<file path="src/rtl/alu_pipe_pkg.sv">
// Shared opcodes, FSM state encoding and width helpers for the pipelined ALU.
package alu_pipe_pkg;

  localparam logic [3:0] OP_ADD  = 4'd0;
  localparam logic [3:0] OP_SUB  = 4'd1;
  localparam logic [3:0] OP_AND  = 4'd2;
  localparam logic [3:0] OP_OR   = 4'd3;
  localparam logic [3:0] OP_XOR  = 4'd4;
  localparam logic [3:0] OP_CMP  = 4'd5;
  localparam logic [3:0] OP_SHLA = 4'd6;
  localparam logic [3:0] OP_SHLB = 4'd7;
  localparam logic [3:0] OP_ADC  = 4'd8;
  localparam logic [3:0] OP_SLL  = 4'd9;
  localparam logic [3:0] OP_SRL  = 4'd10;
  localparam logic [3:0] OP_SRA  = 4'd11;
  localparam logic [3:0] OP_MUL  = 4'd12;

  typedef enum logic [1:0] {
    IDLE = 2'd0,
    BUSY = 2'd1,
    DONE = 2'd2
  } state_t;

  // Shift-count width: must hold the value N itself, hence the extra bit.
  function automatic int cw_of(input int n);
    return $clog2(n) + 1;
  endfunction

  function automatic logic is_shift(input logic [3:0] op);
    return (op == OP_SLL) || (op == OP_SRL) || (op == OP_SRA);
  endfunction

endpackage

</file>
<file path="src/rtl/alu_pipe_iter.sv">
// Iterative datapath: one-bit-per-cycle shifts and shift-add unsigned multiply.
module alu_pipe_iter
  import alu_pipe_pkg::*;
#(
  parameter int N  = 8,
  parameter int CW = cw_of(N)
) (
  input  logic         clk,
  input  logic         rst,
  input  logic         start,
  input  logic         step,
  input  logic [3:0]   ld_op,
  input  logic [3:0]   run_op,
  input  logic [N-1:0] a,
  input  logic [N-1:0] b,
  output logic         last,
  output logic [N-1:0] res_nxt,
  output logic         cout_nxt
);

  logic [CW-1:0] cnt_q, cnt_d;
  logic [N-1:0]  sh_q, sh_d;
  logic [N-1:0]  acc_q, acc_d;
  logic [N-1:0]  mcand_q, mcand_d;
  logic [N:0]    psum;

  always_comb begin
    cnt_d    = cnt_q;
    sh_d     = sh_q;
    acc_d    = acc_q;
    mcand_d  = mcand_q;
    cout_nxt = 1'b0;
    psum     = {1'b0, acc_q} + (sh_q[0] ? {1'b0, mcand_q} : {(N+1){1'b0}});
    if (start) begin
      mcand_d = a;
      acc_d   = '0;
      if (ld_op == OP_MUL) begin
        sh_d  = b;
        cnt_d = CW'(N);
      end else begin
        sh_d  = a;
        cnt_d = (32'(b) >= N) ? CW'(N) : b[CW-1:0];
      end
    end else if (step) begin
      cnt_d = cnt_q - 1'b1;
      case (run_op)
        OP_SLL: begin
          sh_d     = {sh_q[N-2:0], 1'b0};
          cout_nxt = sh_q[N-1];
        end
        OP_SRL: begin
          sh_d     = {1'b0, sh_q[N-1:1]};
          cout_nxt = sh_q[0];
        end
        OP_SRA: begin
          sh_d     = {sh_q[N-1], sh_q[N-1:1]};
          cout_nxt = sh_q[0];
        end
        default: begin
          // {acc, sh} shifts right as one 2N-bit product register
          acc_d    = psum[N:1];
          sh_d     = {psum[0], sh_q[N-1:1]};
          cout_nxt = |psum[N:1];
        end
      endcase
    end
  end

  assign last    = (cnt_q == CW'(1));
  assign res_nxt = sh_d;

  always_ff @(posedge clk) begin
    if (rst) begin
      cnt_q   <= '0;
      sh_q    <= '0;
      acc_q   <= '0;
      mcand_q <= '0;
    end else begin
      cnt_q   <= cnt_d;
      sh_q    <= sh_d;
      acc_q   <= acc_d;
      mcand_q <= mcand_d;
    end
  end

endmodule

</file>
<file path="src/rtl/alu_pipe.sv">
// ALU with valid/ready handshake: single-cycle ops, iterative shifts/multiply, flags.
// state | meaning
// IDLE  | waiting for a request, in_ready high
// BUSY  | iterative shift or multiply stepping one bit per cycle
// DONE  | result and flags held until the consumer takes them
module alu_pipe
  import alu_pipe_pkg::*;
#(
  parameter int N  = 8,
  parameter int CW = cw_of(N)
) (
  input  logic         clk,
  input  logic         rst,
  input  logic         in_valid,
  output logic         in_ready,
  input  logic [N-1:0] A,
  input  logic [N-1:0] B,
  input  logic [3:0]   OpCode,
  output logic         out_valid,
  input  logic         out_ready,
  output logic [N-1:0] Result,
  output logic         Z_flag,
  output logic         C_flag,
  output logic         C_out,
  output logic         V_flag,
  output logic         Err
);

  state_t       state_q, state_d;
  logic [3:0]   op_q, op_d;
  logic         gt_q, gt_d;
  logic [N-1:0] result_q, result_d;
  logic         z_q, z_d, cf_q, cf_d, co_q, co_d, v_q, v_d, err_q, err_d;
  logic         carry_q, carry_d, ovalid_q, ovalid_d;

  logic [N:0]   add_w, sub_w;
  logic [N-1:0] sc_res, iter_res;
  logic         sc_co, sc_v, accept, illegal, shift_zero;
  logic         iter_start, iter_last, iter_co;

  assign in_ready   = (state_q == IDLE) && !rst;
  assign accept     = in_valid && in_ready;
  assign illegal    = OpCode > OP_MUL;
  assign shift_zero = is_shift(OpCode) && (B == '0);

  always_comb begin
    add_w  = {1'b0, A} + {1'b0, B} + {{N{1'b0}}, (OpCode == OP_ADC) && carry_q};
    sub_w  = {1'b0, A} - {1'b0, B};
    sc_res = A;
    sc_co  = 1'b0;
    sc_v   = 1'b0;
    case (OpCode)
      OP_ADD, OP_ADC: begin
        sc_res = add_w[N-1:0];
        sc_co  = add_w[N];
        sc_v   = (A[N-1] == B[N-1]) && (add_w[N-1] != A[N-1]);
      end
      OP_SUB: begin
        sc_res = sub_w[N-1:0];
        sc_co  = sub_w[N];
        sc_v   = (A[N-1] != B[N-1]) && (sub_w[N-1] != A[N-1]);
      end
      OP_AND:  sc_res = A & B;
      OP_OR:   sc_res = A | B;
      OP_XOR:  sc_res = A ^ B;
      OP_CMP:  sc_res = {{(N-1){1'b0}}, A > B};
      OP_SHLA: begin
        sc_res = {A[N-2:0], 1'b0};
        sc_co  = A[N-1];
      end
      OP_SHLB: begin
        sc_res = {B[N-2:0], 1'b0};
        sc_co  = B[N-1];
      end
      default: sc_res = A;
    endcase
  end

  always_comb begin
    state_d    = state_q;
    op_d       = op_q;
    gt_d       = gt_q;
    result_d   = result_q;
    z_d        = z_q;
    cf_d       = cf_q;
    co_d       = co_q;
    v_d        = v_q;
    err_d      = err_q;
    carry_d    = carry_q;
    ovalid_d   = ovalid_q;
    iter_start = 1'b0;
    case (state_q)
      IDLE: begin
        if (accept) begin
          op_d = OpCode;
          gt_d = A > B;
          if ((OpCode == OP_MUL) || (is_shift(OpCode) && !shift_zero)) begin
            iter_start = 1'b1;
            state_d    = BUSY;
          end else begin
            state_d  = DONE;
            ovalid_d = 1'b1;
            result_d = sc_res;
            if (illegal) begin
              z_d   = 1'b0;
              cf_d  = 1'b0;
              co_d  = 1'b0;
              v_d   = 1'b0;
              err_d = 1'b1;
            end else begin
              z_d     = (sc_res == '0);
              cf_d    = A > B;
              co_d    = sc_co;
              v_d     = sc_v;
              err_d   = 1'b0;
              carry_d = sc_co;
            end
          end
        end
      end
      BUSY: begin
        if (iter_last) begin
          state_d  = DONE;
          ovalid_d = 1'b1;
          result_d = iter_res;
          z_d      = (iter_res == '0);
          cf_d     = gt_q;
          co_d     = iter_co;
          v_d      = 1'b0;
          err_d    = 1'b0;
          carry_d  = iter_co;
        end
      end
      DONE: begin
        if (out_ready) begin
          state_d  = IDLE;
          ovalid_d = 1'b0;
        end
      end
      default: state_d = IDLE;
    endcase
  end

  alu_pipe_iter #(.N(N), .CW(CW)) u_iter (
    .clk      (clk),
    .rst      (rst),
    .start    (iter_start),
    .step     (state_q == BUSY),
    .ld_op    (OpCode),
    .run_op   (op_q),
    .a        (A),
    .b        (B),
    .last     (iter_last),
    .res_nxt  (iter_res),
    .cout_nxt (iter_co)
  );

  always_ff @(posedge clk) begin
    if (rst) begin
      state_q  <= IDLE;
      op_q     <= '0;
      gt_q     <= 1'b0;
      result_q <= '0;
      z_q      <= 1'b0;
      cf_q     <= 1'b0;
      co_q     <= 1'b0;
      v_q      <= 1'b0;
      err_q    <= 1'b0;
      carry_q  <= 1'b0;
      ovalid_q <= 1'b0;
    end else begin
      state_q  <= state_d;
      op_q     <= op_d;
      gt_q     <= gt_d;
      result_q <= result_d;
      z_q      <= z_d;
      cf_q     <= cf_d;
      co_q     <= co_d;
      v_q      <= v_d;
      err_q    <= err_d;
      carry_q  <= carry_d;
      ovalid_q <= ovalid_d;
    end
  end

  assign out_valid = ovalid_q;
  assign Result    = result_q;
  assign Z_flag    = z_q;
  assign C_flag    = cf_q;
  assign C_out     = co_q;
  assign V_flag    = v_q;
  assign Err       = err_q;

endmodule

</file>
<file path="config.mk">
export PLATFORM = sky130hd
export DESIGN_NAME = alu_pipe
export DESIGN_NICKNAME = d
export VERILOG_FILES = /design/src/rtl/alu_pipe_pkg.sv /design/src/rtl/alu_pipe_iter.sv /design/src/rtl/alu_pipe.sv
export SDC_FILE = /design/constraint.sdc
export NUM_CORES = 1
export LEC_CHECK = 0
export BUFFER_PORTS_ARGS = -buffer_cell sky130_fd_sc_hd__clkbuf_2
export CAP_MARGIN = 20
export CELL_PAD_IN_SITES_DETAIL_PLACEMENT = 1
export CELL_PAD_IN_SITES_GLOBAL_PLACEMENT = 1
export CORE_ASPECT_RATIO = 0.7
export CORE_UTILIZATION = 30
export CTS_CLUSTER_SIZE = 8
export DETAILED_ROUTE_END_ITERATION = 8
export GPL_ROUTABILITY_DRIVEN = 0
export PLACE_DENSITY_LB_ADDON = 0.1
export SYNTH_ARGS = -nofsm -noshare
export SYNTH_HDL_FRONTEND = slang
export SYNTH_SLANG_ARGS = --single-unit
</file>
<file path="constraint.sdc">
create_clock -name clk -period 9.7 [get_ports clk]
set_input_delay 1.455 -clock clk [delete_from_list [all_inputs] [get_ports clk]]
set_output_delay 1.455 -clock clk [all_outputs]
set_load 0.02 [all_outputs]
</file>
==> flow_metrics.py <==
metrics = {
    "floorplanning": {
        "initial_core_util_pct": 30.8,
        "core_area_um2": 13900,
        "die_h_um": 102,
        "die_x_um": 145,
        "num_io_pins": 39,
        "die_area_um2": 14800,
        "rows": 36,
    },
    "detailed_routing": {
        "vias_per_cell": 5.64,
        "drt_iter0_drc": 369,
        "wl_met3_um": 1430,
        "met2_length_um": 6490,
        "routed-via-count": 4414,
        "drc": 0,
        "routed_wl_um": 16700,
        "dr.pass1.iters": 4,
        "avgRoutedWirePerCell_um": 21.3,
        "wl_met1_um": 8680,
        "antenna_left": 0,
        "top_layer_used": "met4",
    },
    "sta": {
        "setup_violations": 0,
        "fmax_mhz": 189,
        "rsz0062_at_grt": "no",
        "drv_slew": 0,
        "fin_skew_ns": 0.00865,
        "final-hold-violation-count": 0,
        "finalSetupTns_ns": 0,
        "layout_min_cycle_time_ns": 5.30,
        "finalCritPeriodShare_pct": 54.6,
        "timing.final.ws_setup_ns": 4.40,
        "worst_pin_slew_ns": 0.877,
        "slew-limit-headroom_pct": 41.5,
    },
    "synthesis": {
        "yosysWarnings": 0,
        "avgSynthCellArea_um2": 7.43,
        "synth_cell_types": 70,
        "async_flop_share_pct": 0,
        "ys_ff_latch": 50,
        "synth.net_count": 638,
        "ys.flop_type": "dfxtp_1",
        "seq_area_frac_synth_pct": 23.4,
        "syn_inst": 576,
        "netlist_area_um2": 4280,
        "synth_edf_count": 0,
    },
    "global_route": {
        "grt_max_degree": 39,
        "grt_remaining_overflow": 0,
        "grt_pass1_wl_um": 25600,
        "grtUsageTotal_pct": 23.5,
        "grt_pass1_vias": 4395,
        "grt_antenna_before_repair": 0,
    },
    "clocking": {
        "clk_latency_ns": 0.30,
        "h-tree-depth": 2,
        "cts_hold_buf": 0,
        "clkSlewWorstSetupHoldPaths_ns": 0.07,
        "cts_buffers": 5,
        "clockBufferDepth": 2,
        "cts_root_buf": "clkbuf_16",
        "post_cts_resized": 0,
        "post_cts_buffers": 0,
        "cts.sinks": 50,
        "tritoncts": "built",
    },
    "setup_path": {
        "crit_required_ns": 9.90,
        "critPathMaxFanout": 29,
        "cp_data_arrival_time_ns": 5.50,
        "end_kind": "register",
        "r2r_start": "carry_q",
        "crit_type": "in -> reg",
        "reg2reg_to": "Z_flag",
        "reg2reg_depth": 11,
        "start_kind": "input pin",
        "r2r_setup_slack_ns": 6.02,
    },
    "finish": {
        "fin_cells": 783,
        "fin_util_pct": 34.1,
        "diodes": 0,
        "area_delta_synth_final_pct": 11.0,
        "layout-drive-gt1-share_pct": 11.8,
        "mostFrequentLayoutCells": "66 x nand2_1, 65 x nor2_1, 51 x a21oi_1",
        "finalNetCount": 655,
        "final_common_cell": "nand2_1",
    },
    "power_and_ir_drop": {
        "power_density_nw_per_um2": 119,
        "leakagePower_nw": 1.95,
        "max-vdd-ir-drop_mv": 0.0640,
    },
    "place": {
        "dp_slack_ns": 4.17,
        "port_buffers": 38,
        "placed_cells": 776,
        "dp_hpwl_um": 13200,
    },
    "hold_path": {
        "hold_path.startpoint": "u_iter.mcand_q[3]",
        "hold_depth": 2,
        "hold-path-endpoint": "u_iter.mcand_q[3]",
        "hp-class": "reg -> reg",
    },
    "run_status": {
        "outcome": "complete, no violations",
    },
    "run": {
        "cap_violations": 0,
    },
}
==> power by group <==
group          switching (mW)  internal (mW)
Combinational           0.111         0.0575
Sequential            0.00836          0.216
Clock                  0.0788         0.0948
Total                   0.198          0.368
==> kinds of logic (layout without fill, tap and decap cells) <==
group	after synthesis	after routing	synth area share, %
xor gates and xnor gates	10	10	2.05
adders and majority gates	38	38	11.8
muxes	14	14	4.03
buffers and inverters	69	86	6.61
AOI/OAI and AO/OA	175	175	27.2
and+or+nand+nor	220	220	25.0
DFF	50	50	23.4
==> critical path, cell delays in order <==
cell      delay [ns]
clkbuf_2        0.44
nor2_1          0.28
and3_1          0.27
fa_1            0.42
fa_1            0.45
a21o_1          0.18
a21oi_1         0.28
xnor2_1         0.17
o221ai_1        0.14
o22a_1          0.21
or4_1           0.52
or4_1           0.43
a311oi_2        0.24
==> Yosys cell counts (5+ instances only) <==
master | n | share of area (%)
a21o_1 | 8 | 1.4
a221oi_1 | 8 | 1.6
o21ai_0 | 34 | 4.0
or3_1 | 7 | 1.0
buf_2 | 7 | 0.82
dfxtp_1 | 50 | 23
ha_1 | 34 | 9.9
a211oi_1 | 9 | 1.6
nand2_1 | 66 | 5.8
inv_1 | 33 | 2.9
o22ai_1 | 6 | 0.88
nor3_1 | 16 | 1.9
mux2i_1 | 9 | 2.1
and3_1 | 7 | 1.0
nand3_1 | 8 | 0.94
and2_1 | 10 | 1.5
buf_1 | 5 | 0.44
clkbuf_1 | 20 | 1.8
a21oi_1 | 51 | 6.0
nor2b_1 | 9 | 1.3
nor2_1 | 65 | 5.7
xnor2_1 | 7 | 1.4
a31oi_1 | 7 | 1.0
==> registers in the layout (all words and copies together), names as in the netlist <==
register / count
C_flag: 1
C_out: 1
Err: 1
Result: 8
V_flag: 1
Z_flag: 1
carry_q: 1
gt_q: 1
op_q: 4
out_valid: 1
state_q: 2
u_iter.acc_q: 8
u_iter.cnt_q: 4
u_iter.mcand_q: 8
u_iter.sh_q: 8
==> layer usage <==
metal	up-vias	GRT usage (%)
met5	-	0
met4	0	2.83
met3	7	7.26
met2	150	33.7
met1	2156	34.9
li1	2101	-
==> layout make-up <==
type / instances / area [um^2]
fillers: 1736 / 9170
multi-input cells: 457 / 3010
flip-flops and latches: 50 / 1000
well taps: 190 / 238
repair buffers: 44 / 235
inverters: 35 / 131
clock buffers: 5 / 125
clock inverters: 2 / 13.8
==> how the worst max path moves through the flow <==
stage              start  endpoint  slack (ns)
2_1_floorplan  OpCode[2]    Z_flag        4.77
3_3_place_gp   OpCode[2]    Z_flag        4.32
3_5_place_dp   OpCode[1]    Z_flag        4.17
4_1_cts        OpCode[1]    Z_flag        4.46
5_1_grt        OpCode[2]   carry_q        4.20
6_report       OpCode[2]    Z_flag        4.40
==> stage by stage <==
stage / area, um^2 / power (mW) / hold slack (ns)
floorplan: 4280 / 0.333 / 0.432
global placement: 4610 / 0.391 / 0.441
detailed placement: 4610 / 0.393 / 0.446
CTS: 4750 / 0.572 / 0.456
global route: 4750 / 0.596 / 0.479
finish: 4750 / 0.566 / 0.450
Note: power is estimated with default switching activity, not from simulation.
